==> src/rtl/pwm_pkg.sv <==
// Shared types and helpers for the counter-driven PWM channel.
package pwm_pkg;

  typedef enum logic [1:0] {
    IDLE  = 2'd0,
    ARMED = 2'd1,
    RUN   = 2'd2,
    DRAIN = 2'd3
  } pwm_state_t;

  // Duty needs one extra bit so a full-period (always high) duty is representable.
  function automatic int duty_w(input int cnt_w);
    return cnt_w + 1;
  endfunction

endpackage

==> src/rtl/cnt_wrap_detect.sv <==
// Flags the cycle where a shared free-running counter rolls over from max to 0.
module cnt_wrap_detect #(
  parameter int CNT_WIDTH = 3
) (
  input  logic                 clk,
  input  logic                 reset_n,
  input  logic [CNT_WIDTH-1:0] counter,
  output logic                 wrap
);

  localparam logic [CNT_WIDTH-1:0] CNT_MAX = '1;

  logic [CNT_WIDTH-1:0] prev_cnt_q;
  logic [CNT_WIDTH-1:0] prev_cnt_d;

  always_comb prev_cnt_d = counter;

  always_ff @(posedge clk or negedge reset_n) begin
    if (!reset_n) prev_cnt_q <= '0;
    else          prev_cnt_q <= prev_cnt_d;
  end

  // A counter parked at 0 never looks like a wrap because prev must be max.
  assign wrap = (counter == '0) && (prev_cnt_q == CNT_MAX);

endmodule

==> src/rtl/pwm_from_counter.sv <==
// PWM channel slaved to a shared counter; duty changes are applied only at counter wrap.
// Handshake: a duty value transfers on a cycle where duty_valid && duty_ready at the clock edge.
module pwm_from_counter
  import pwm_pkg::*;
#(
  parameter  int CNT_WIDTH = 3,
  localparam int DUTY_W    = duty_w(CNT_WIDTH)
) (
  input  logic                 clk,
  input  logic                 reset_n,
  input  logic [CNT_WIDTH-1:0] counter,
  input  logic                 enable,
  input  logic [DUTY_W-1:0]    duty_in,
  input  logic                 duty_valid,
  output logic                 duty_ready,
  output logic                 pwm_out,
  output logic                 period_tick,
  output logic                 running,
  output pwm_state_t           dbg_state
);

  localparam logic [DUTY_W-1:0] DUTY_FULL = DUTY_W'(2 ** CNT_WIDTH);

  logic wrap;

  cnt_wrap_detect #(
    .CNT_WIDTH(CNT_WIDTH)
  ) u_wrap (
    .clk     (clk),
    .reset_n (reset_n),
    .counter (counter),
    .wrap    (wrap)
  );

  logic [DUTY_W-1:0] pend_q, pend_d;
  logic              pend_v_q, pend_v_d;
  logic [DUTY_W-1:0] act_q, act_d;
  logic [DUTY_W-1:0] eff;
  logic              accept;
  logic              apply;

  assign duty_ready = !pend_v_q;
  assign accept     = duty_valid && duty_ready;
  assign apply      = wrap && pend_v_q;
  assign eff        = apply ? pend_q : act_q;

  // apply and accept are exclusive: accept needs pend_v_q low, apply needs it high.
  always_comb begin
    pend_d   = pend_q;
    pend_v_d = pend_v_q;
    act_d    = act_q;
    if (apply) begin
      act_d    = pend_q;
      pend_v_d = 1'b0;
    end
    if (accept) begin
      pend_d   = (duty_in > DUTY_FULL) ? DUTY_FULL : duty_in;
      pend_v_d = 1'b1;
    end
  end

  always_ff @(posedge clk or negedge reset_n) begin
    if (!reset_n) begin
      pend_q   <= '0;
      pend_v_q <= 1'b0;
      act_q    <= '0;
    end else begin
      pend_q   <= pend_d;
      pend_v_q <= pend_v_d;
      act_q    <= act_d;
    end
  end

  pwm_state_t state_q, state_d;
  logic       pwm_q, pwm_d;
  logic       tick_q, tick_d;
  logic       run_q, run_d;
  logic       live_next;

  always_comb begin
    state_d = state_q;
    unique case (state_q)
      IDLE:  if (enable) state_d = ARMED;
      ARMED: begin
        if (wrap)         state_d = RUN;
        else if (!enable) state_d = IDLE;
      end
      RUN:   if (!enable) state_d = DRAIN;
      DRAIN: begin
        if (enable)    state_d = RUN;
        else if (wrap) state_d = IDLE;
      end
      default: state_d = IDLE;
    endcase
  end

  // Outputs follow the next state so the first RUN period begins on the wrap itself.
  always_comb begin
    live_next = (state_d == RUN) || (state_d == DRAIN);
    pwm_d     = live_next && ({1'b0, counter} < eff);
    tick_d    = wrap && ((state_q == RUN) || (state_q == DRAIN));
    run_d     = live_next;
  end

  always_ff @(posedge clk or negedge reset_n) begin
    if (!reset_n) begin
      state_q <= IDLE;
      pwm_q   <= 1'b0;
      tick_q  <= 1'b0;
      run_q   <= 1'b0;
    end else begin
      state_q <= state_d;
      pwm_q   <= pwm_d;
      tick_q  <= tick_d;
      run_q   <= run_d;
    end
  end

  assign pwm_out     = pwm_q;
  assign period_tick = tick_q;
  assign running     = run_q;
  assign dbg_state   = state_q;

endmodule

==> config.mk <==
export PLATFORM = sky130hd
export DESIGN_NAME = pwm_from_counter
export DESIGN_NICKNAME = d
export VERILOG_FILES = /design/src/rtl/pwm_pkg.sv /design/src/rtl/cnt_wrap_detect.sv /design/src/rtl/pwm_from_counter.sv
export SDC_FILE = /design/constraint.sdc
export NUM_CORES = 1
export LEC_CHECK = 0
export CAP_MARGIN = 30
export CORE_MARGIN = 2
export CORE_UTILIZATION = 32
export CTS_CLUSTER_DIAMETER = 30
export CTS_CLUSTER_SIZE = 30
export DETAILED_ROUTE_END_ITERATION = 12
export SYNTH_ARGS = -nofsm -noshare
export SYNTH_HDL_FRONTEND = slang
export SYNTH_HIERARCHICAL = 1
export SYNTH_SLANG_ARGS = --single-unit
export TNS_END_PERCENT = 1
==> constraint.sdc <==
create_clock -name clk -period 1.8 [get_ports clk]
set_input_delay 0.36 -clock clk [delete_from_list [all_inputs] [get_ports clk]]
set_output_delay 0.36 -clock clk [all_outputs]
set_load 0.02 [all_outputs]
**Word-level counts from Yosys, hierarchy flattened**

Index checks and enable logic that the tools add are counted.

- Flip-flop bits (word level): 17
- Bits of input ports: 11

- $lt $le $gt $ge: 2
- Equal/unequal tests: 6
- Multiplexer cells: 11
- Reduce and logical (&&, ||, !) cells: 11

Operators by type and width:

| cell | count |
|---|---|
| $mux 2 | 6 |
| $eq 2x2->1 const B | 4 |
| $mux 4 | 2 |
| $pmux 2 s4 | 1 |
| $logic_and 1x1->1 | 5 |
| $gt 4x4->1 const B | 1 |
| $lt 3x4->1 | 1 |
| $eq 3x3->1 const B | 1 |
| $logic_not 3->1 | 1 |
| $eq 2x1->1 const B | 1 |
| $logic_not 2->1 | 1 |
| $logic_or 1x1->1 | 2 |
| $mux 1 | 2 |
| $reduce_bool 2->1 | 1 |
| $logic_not 1->1 | 1 |

**Longest topological paths before layout**

- Word-level depth: 8
- Depth in mapped cells: 9
- Mapped depth without buffers: 9

**Modules after synthesis**

Netlist, hierarchy kept.

By module, submodules not included:

| module | instances | cells an instance | area an instance (sq um) | seq. area each (sq um) |
|---|---|---|---|---|
| pwm_from_counter | 1 | 54 | 650.6 | 350.3 |
| cnt_wrap_detect | 1 | 5 | 93.8 | 75.1 |

**Least setup slack after synthesis**

Ideal clock, no wire load.

- Path kind: input-to-reg
- From: in counter[1]
- To: reg pwm_q, in the netlist pwm_out
- Data arrival time: 1.873 ns
- Slack: -0.177 ns
- Stages: 9
- Buffers on the path: 0
- Cell sequence: nand4b_1 -> nor3_2 -> nand2_2 -> mux2_4 -> inv_2 -> ha_1 -> inv_1 -> a311oi_2 -> o41ai_2

- Cells in the longest elaborated chain, start to end: 8
- Elaborated cells between the ends (all ways): 13
- Classes of those cells: order compare (1); eq/ne (2); mux (5); reduce/logical (5)

RTL lines:

| element | line | RTL |
|---|---|---|
| from (decl) | pwm_from_counter.sv:11 | `input logic [CNT_WIDTH-1:0] counter,` |
| $logic_not 3->1 (*) | cnt_wrap_detect.sv:24 | `assign wrap = (counter == '0) && (prev_cnt_q == CNT_MAX);` |
| $logic_and 1x1->1 (*) | cnt_wrap_detect.sv:24 |  |
| via wrap | pwm_from_counter.sv:24 | `logic wrap;` |
| $mux 2 | pwm_from_counter.sv:91 | `else if (wrap) state_d = IDLE;` |
| $mux 2 | pwm_from_counter.sv:90 | `if (enable) state_d = RUN;` |
| $pmux 2 s4 | pwm_from_counter.sv:82 | `unique case (state_q)` |
| $eq 2x2->1 | pwm_from_counter.sv:99 | `live_next = (state_d == RUN) \|\| (state_d == DRAIN);` |
| $logic_or 1x1->1 | pwm_from_counter.sv:99 |  |
| $logic_and 1x1->1 (*) | pwm_from_counter.sv:100 | `pwm_d = live_next && ({1'b0, counter} < eff);` |
| via pwm_d | pwm_from_counter.sv:75 | `logic pwm_q, pwm_d;` |
| to (signal assigned) | pwm_from_counter.sv:113 | `pwm_q <= pwm_d;` |
| to (decl) | pwm_from_counter.sv:75 |  |

The timed path passes the listed nets; every way through them passes the cells marked *.
A chain may end at the register's enable or synchronous reset.

**Worst setup path after layout**

- From: reg u_wrap.prev_cnt_q[0]
- To: reg pwm_q, in the netlist pwm_out

- Cells in the longest elaborated chain, start to end: 8
- Elaborated cells between the ends (all ways): 13
- Classes of those cells: order compare (1); eq/ne (3); mux (5); reduce/logical (4)

RTL lines:

| element | line | RTL |
|---|---|---|
| from (decl) | cnt_wrap_detect.sv:13 | `logic [CNT_WIDTH-1:0] prev_cnt_q;` |
| from (signal assigned) | cnt_wrap_detect.sv:20 | `else prev_cnt_q <= prev_cnt_d;` |
| $eq 3x3->1 (*) | cnt_wrap_detect.sv:24 |  |
| $logic_and 1x1->1 (*) | cnt_wrap_detect.sv:24 |  |
| via wrap | pwm_from_counter.sv:24 |  |
| $mux 2 | pwm_from_counter.sv:91 |  |
| $mux 2 | pwm_from_counter.sv:90 |  |
| $pmux 2 s4 | pwm_from_counter.sv:82 |  |
| $eq 2x2->1 | pwm_from_counter.sv:99 |  |
| $logic_or 1x1->1 | pwm_from_counter.sv:99 |  |
| $logic_and 1x1->1 (*) | pwm_from_counter.sv:100 |  |
| via pwm_d | pwm_from_counter.sv:75 |  |

Marks and branches as above.

==> results summary <==
The largest net degree at the start of global routing came out at 18. STA classifies the critical path startpoint as a flip-flop. In the post-synthesis netlist, the biggest area contributors are dfrtp_1, ha_1, nand2b_1, inv_1, mux2_1. The longest clock path from root to sink contains 2 buffers. Derived from the worst setup path, the maximum achievable clock frequency is 0.5742 GHz. The library cell with the largest summed area after synthesis is dfrtp_1.

Setup repair after global routing could not meet its margin everywhere. The part of the Yosys area used for sequential elements came out at 57.14%. In the global route stage, overall resource usage came out at 11.32%. The Yosys step of the flow raised 6 warnings. The area of all placed cells without fillers is 1054 um2. 17 I/O pins were placed.

The flow ran to the end, and the final reports show no timing, DRC or antenna violations. The first global-routing pass estimated 2139 um of wire. Clock skew on the completed layout was measured at 0.002315 ns.

The diode insertion count for antenna repair is 0. The final hold violation count is 0. The count of different cell masters after synthesis is 27. The tree built by TritonCTS fans out to 17 sinks. The number of cells in the design after placement is 111.

Summing every instance area after synthesis gives 744.5 um2. The number of filler instances in the final layout came out at about 220. Once the floorplan was initialized, standard cells occupied 33.65% of the core. The residual antenna-violating net count after detailed routing came out at 0. Data on the critical path is required at its endpoint by 1.99 ns. Leaving out fill and tap cells, the most frequent cells in the layout are dfrtp_1, clkdlybuf4s50_1, buf_4, inv_1, nand2b_1. The path class of the tightest hold or removal check is input pin to asynchronous set/reset pin.

The core region is 2212 um2. The routed via count divided by cell count is ~4.5. The proportion of netlist area held by the largest area contributor is 57.14%. The last weighted congestion value of the routability-driven placer is approximately 0.7. The post-route core utilization came out at 47.62%. Summed over all failing endpoints, the final setup total negative slack is 0 ns. The final routed wirelength across all metal layers came out at about 1200 um.

The critical-path maximum fanout came out at 3. The post-route clock period utilization is a little over nine tenths. The number of cells in the finished layout apart from fillers came out at 115. The full die area came out at 2729 um2. The proportion of layout cells with a drive suffix above 1 is a little under a third. CTS placed an instance of clkbuf_4 at the clock tree root. The final routed DRC violation total is 0. Counting flops and latches in the post-synthesis netlist gives 17. The clock tree from TritonCTS is built. The worst-case setup slack after placement is -0.5043 ns.

The most frequent standard cell in the layout excluding fill and tap cells is dfrtp_1. The synthesis-to-layout area growth is 41.51%. After detailed routing, the average wire length per cell comes to 10.73 um.

The number of nets in the layout came out at approximately 100. The total half-perimeter wirelength after legalization and detailed placement is 920.1 um. The internal portion of total power came out at slightly below 800 uW. The number of nets in the synthesized netlist came out at 72. The relative contribution of combinational cells to total power is 32.6%. The number of failing setup endpoints in the final timing report came out at 0. The number of buffer cells added on primary ports is 16. The multi-input logic area came out at 310.3 um2.

From bottom edge to top edge, the die measures 52.24 um. The number of levels the H-tree was split into came out at 1. The total grt overflow is 0.

The smallest setup slack after layout came out at 0.05843 ns. The worst-case IR drop observed on VDD is 0.0006801 V. The share of flip-flops with an asynchronous set or reset came out at 100.0%.

The total CTS buffers is 3. The initial antenna violation count came out at 0. In this run, the number of DRC markers left after iteration 0 of detailed routing was 1. The number of setup buffers added after CTS is 0.

The via count of the first global-routing pass came to 535. The mean cell area of the mapped netlist is 12.62 um2. In this run the core area contains 17 standard-cell rows.

The routed via count came out at 518. The leakage power is approximately 0.51 nW. The count of TritonRoute iterations in the first routing pass came out at 2.

In this run the horizontal extent of the chip is 52.24 um. STA classifies the critical path endpoint as a flip-flop. Synthesis produced 59 cells. Summing all flip-flop and latch instances after layout gives 425.4 um2.

Sequential cells burn 49.4% of the power. The post-place instance area came out at 1008 um2. The count of final max-slew check failures is 0. The worst slew margin relative to its limit came out at just over 80%. The power density over the cells is 1065 nW/um2.

The clock reaches the later pin of the worst-skew pair after 0.29 ns. The data arrival time of the critical path came out at 1.93 ns. The post-layout minimum cycle time is between 1.5 and 2 ns.

The net load switching power came out at 350.0 uW. In the synthesized netlist the dominant register cell turns out to be dfrtp_1. Across the run, the number of max-cap violations was 0. The critical path class is flip-flop to flip-flop. The number of synthesized flops with an enable pin came out at 0. For the pin with the worst max-slew slack, the measured transition is 0.2557 ns. The clock-pin slew on the worst setup and hold paths came out at 0.09 ns. The worst hold-check slack is 0.3789 ns. Summing internal, switching and leakage power gives 1.122 mW. The switching power share of the total came out at 31.20%. The part of the power in the clock network came out at 18.0%.
-- cells by family (layout without fill, tap and decap cells) --
| logic type | count (synthesis) | in the layout | share of synthesized area (%) |
|---|---|---|---|
| adders and majority gates | 2 | 2 | 3.361 |
| DFF | 17 | 17 | 57.14 |
| buffers and inverters | 8 | 36 | 4.200 |
| muxes | 4 | 4 | 6.386 |
| AOI/OAI and AO/OA | 10 | 10 | 12.77 |
| and+or+nand+nor | 17 | 17 | 14.96 |
| xor gates and xnor gates | 1 | 1 | 1.177 |
-- cell usage after synthesis (all sizes together) (2+ instances only) --
cell type  number
inv             7
mux2            3
o21ai           4
ha              2
dfrtp          17
nand4b          2
nand2           5
nand2b          4
-- worst paths after layout --
kind                       depth (start not counted)  slack [ns]                  from                    to
hold / removal                                     2        0.38               reset_n          dbg_state[0]
min in group clk                                   2        0.39            counter[2]  u_wrap/prev_cnt_q[2]
max in group asynchronous                          2        1.24               reset_n          dbg_state[1]
setup reg to reg                                   9        0.06  u_wrap/prev_cnt_q[0]               pwm_out
hold reg to reg                                    1        0.50             pend_q[3]             pend_q[3]
setup / recovery                                   9        0.06  u_wrap/prev_cnt_q[0]               pwm_out
-- power by group through the flow --
| stage | logic, mW | registers [mW] | clock network (mW) |
|---|---|---|---|
| 2_1_floorplan | 0.179 | 0.577 | 0 |
| 3_5_place_dp | 0.364 | 0.559 | 0 |
| 3_3_place_gp | 0.356 | 0.559 | 0 |
| 5_1_grt | 0.404 | 0.572 | 0.221 |
| 6_report | 0.366 | 0.554 | 0.202 |
| 4_1_cts | 0.368 | 0.552 | 0.217 |
-- registers in the layout, indices dropped and copies added (netlist names) --
signal / count
act_q: 4
dbg_state: 2
pend_q: 4
pend_v_q: 1
period_tick: 1
pwm_out: 1
running: 1
u_wrap/prev_cnt_q: 3
-- per-layer routing --
metal / global-route usage (%) / share of wire, %
met1: 11.59 / 44
met2: 18.99 / 47
met3: 2.571 / 6.0
met4: 10.26 / 3.2
met5: 0 / 0
-- area by class of cell --
cell class / count / area share [%]
sequential: 17 / 40.38
multi-input combinational: 34 / 29.45
timing repair buffer: 25 / 21.62
tap: 28 / 3.325
inverter: 7 / 2.732
clock buffer: 4 / 2.494
-- repair_timing --
action / 4_1_cts / 5_1_grt
resized for setup: 6 / 3
pin swaps: 3 / 3
setup endpoints to repair: 2 / 1
hold buffers: 0 / 0
-- critical path, cell delays in order (launching register included) --
cell and delay, ns:
dfrtp_1 0.34, nand4b_1 0.15, nor3_4 0.18, nand2_2 0.11, mux2_4 0.33, inv_4 0.06
ha_4 0.19, inv_2 0.04, a311oi_2 0.03, o41ai_2 0.21
No activity file was read; power rests on OpenSTA's default activity.
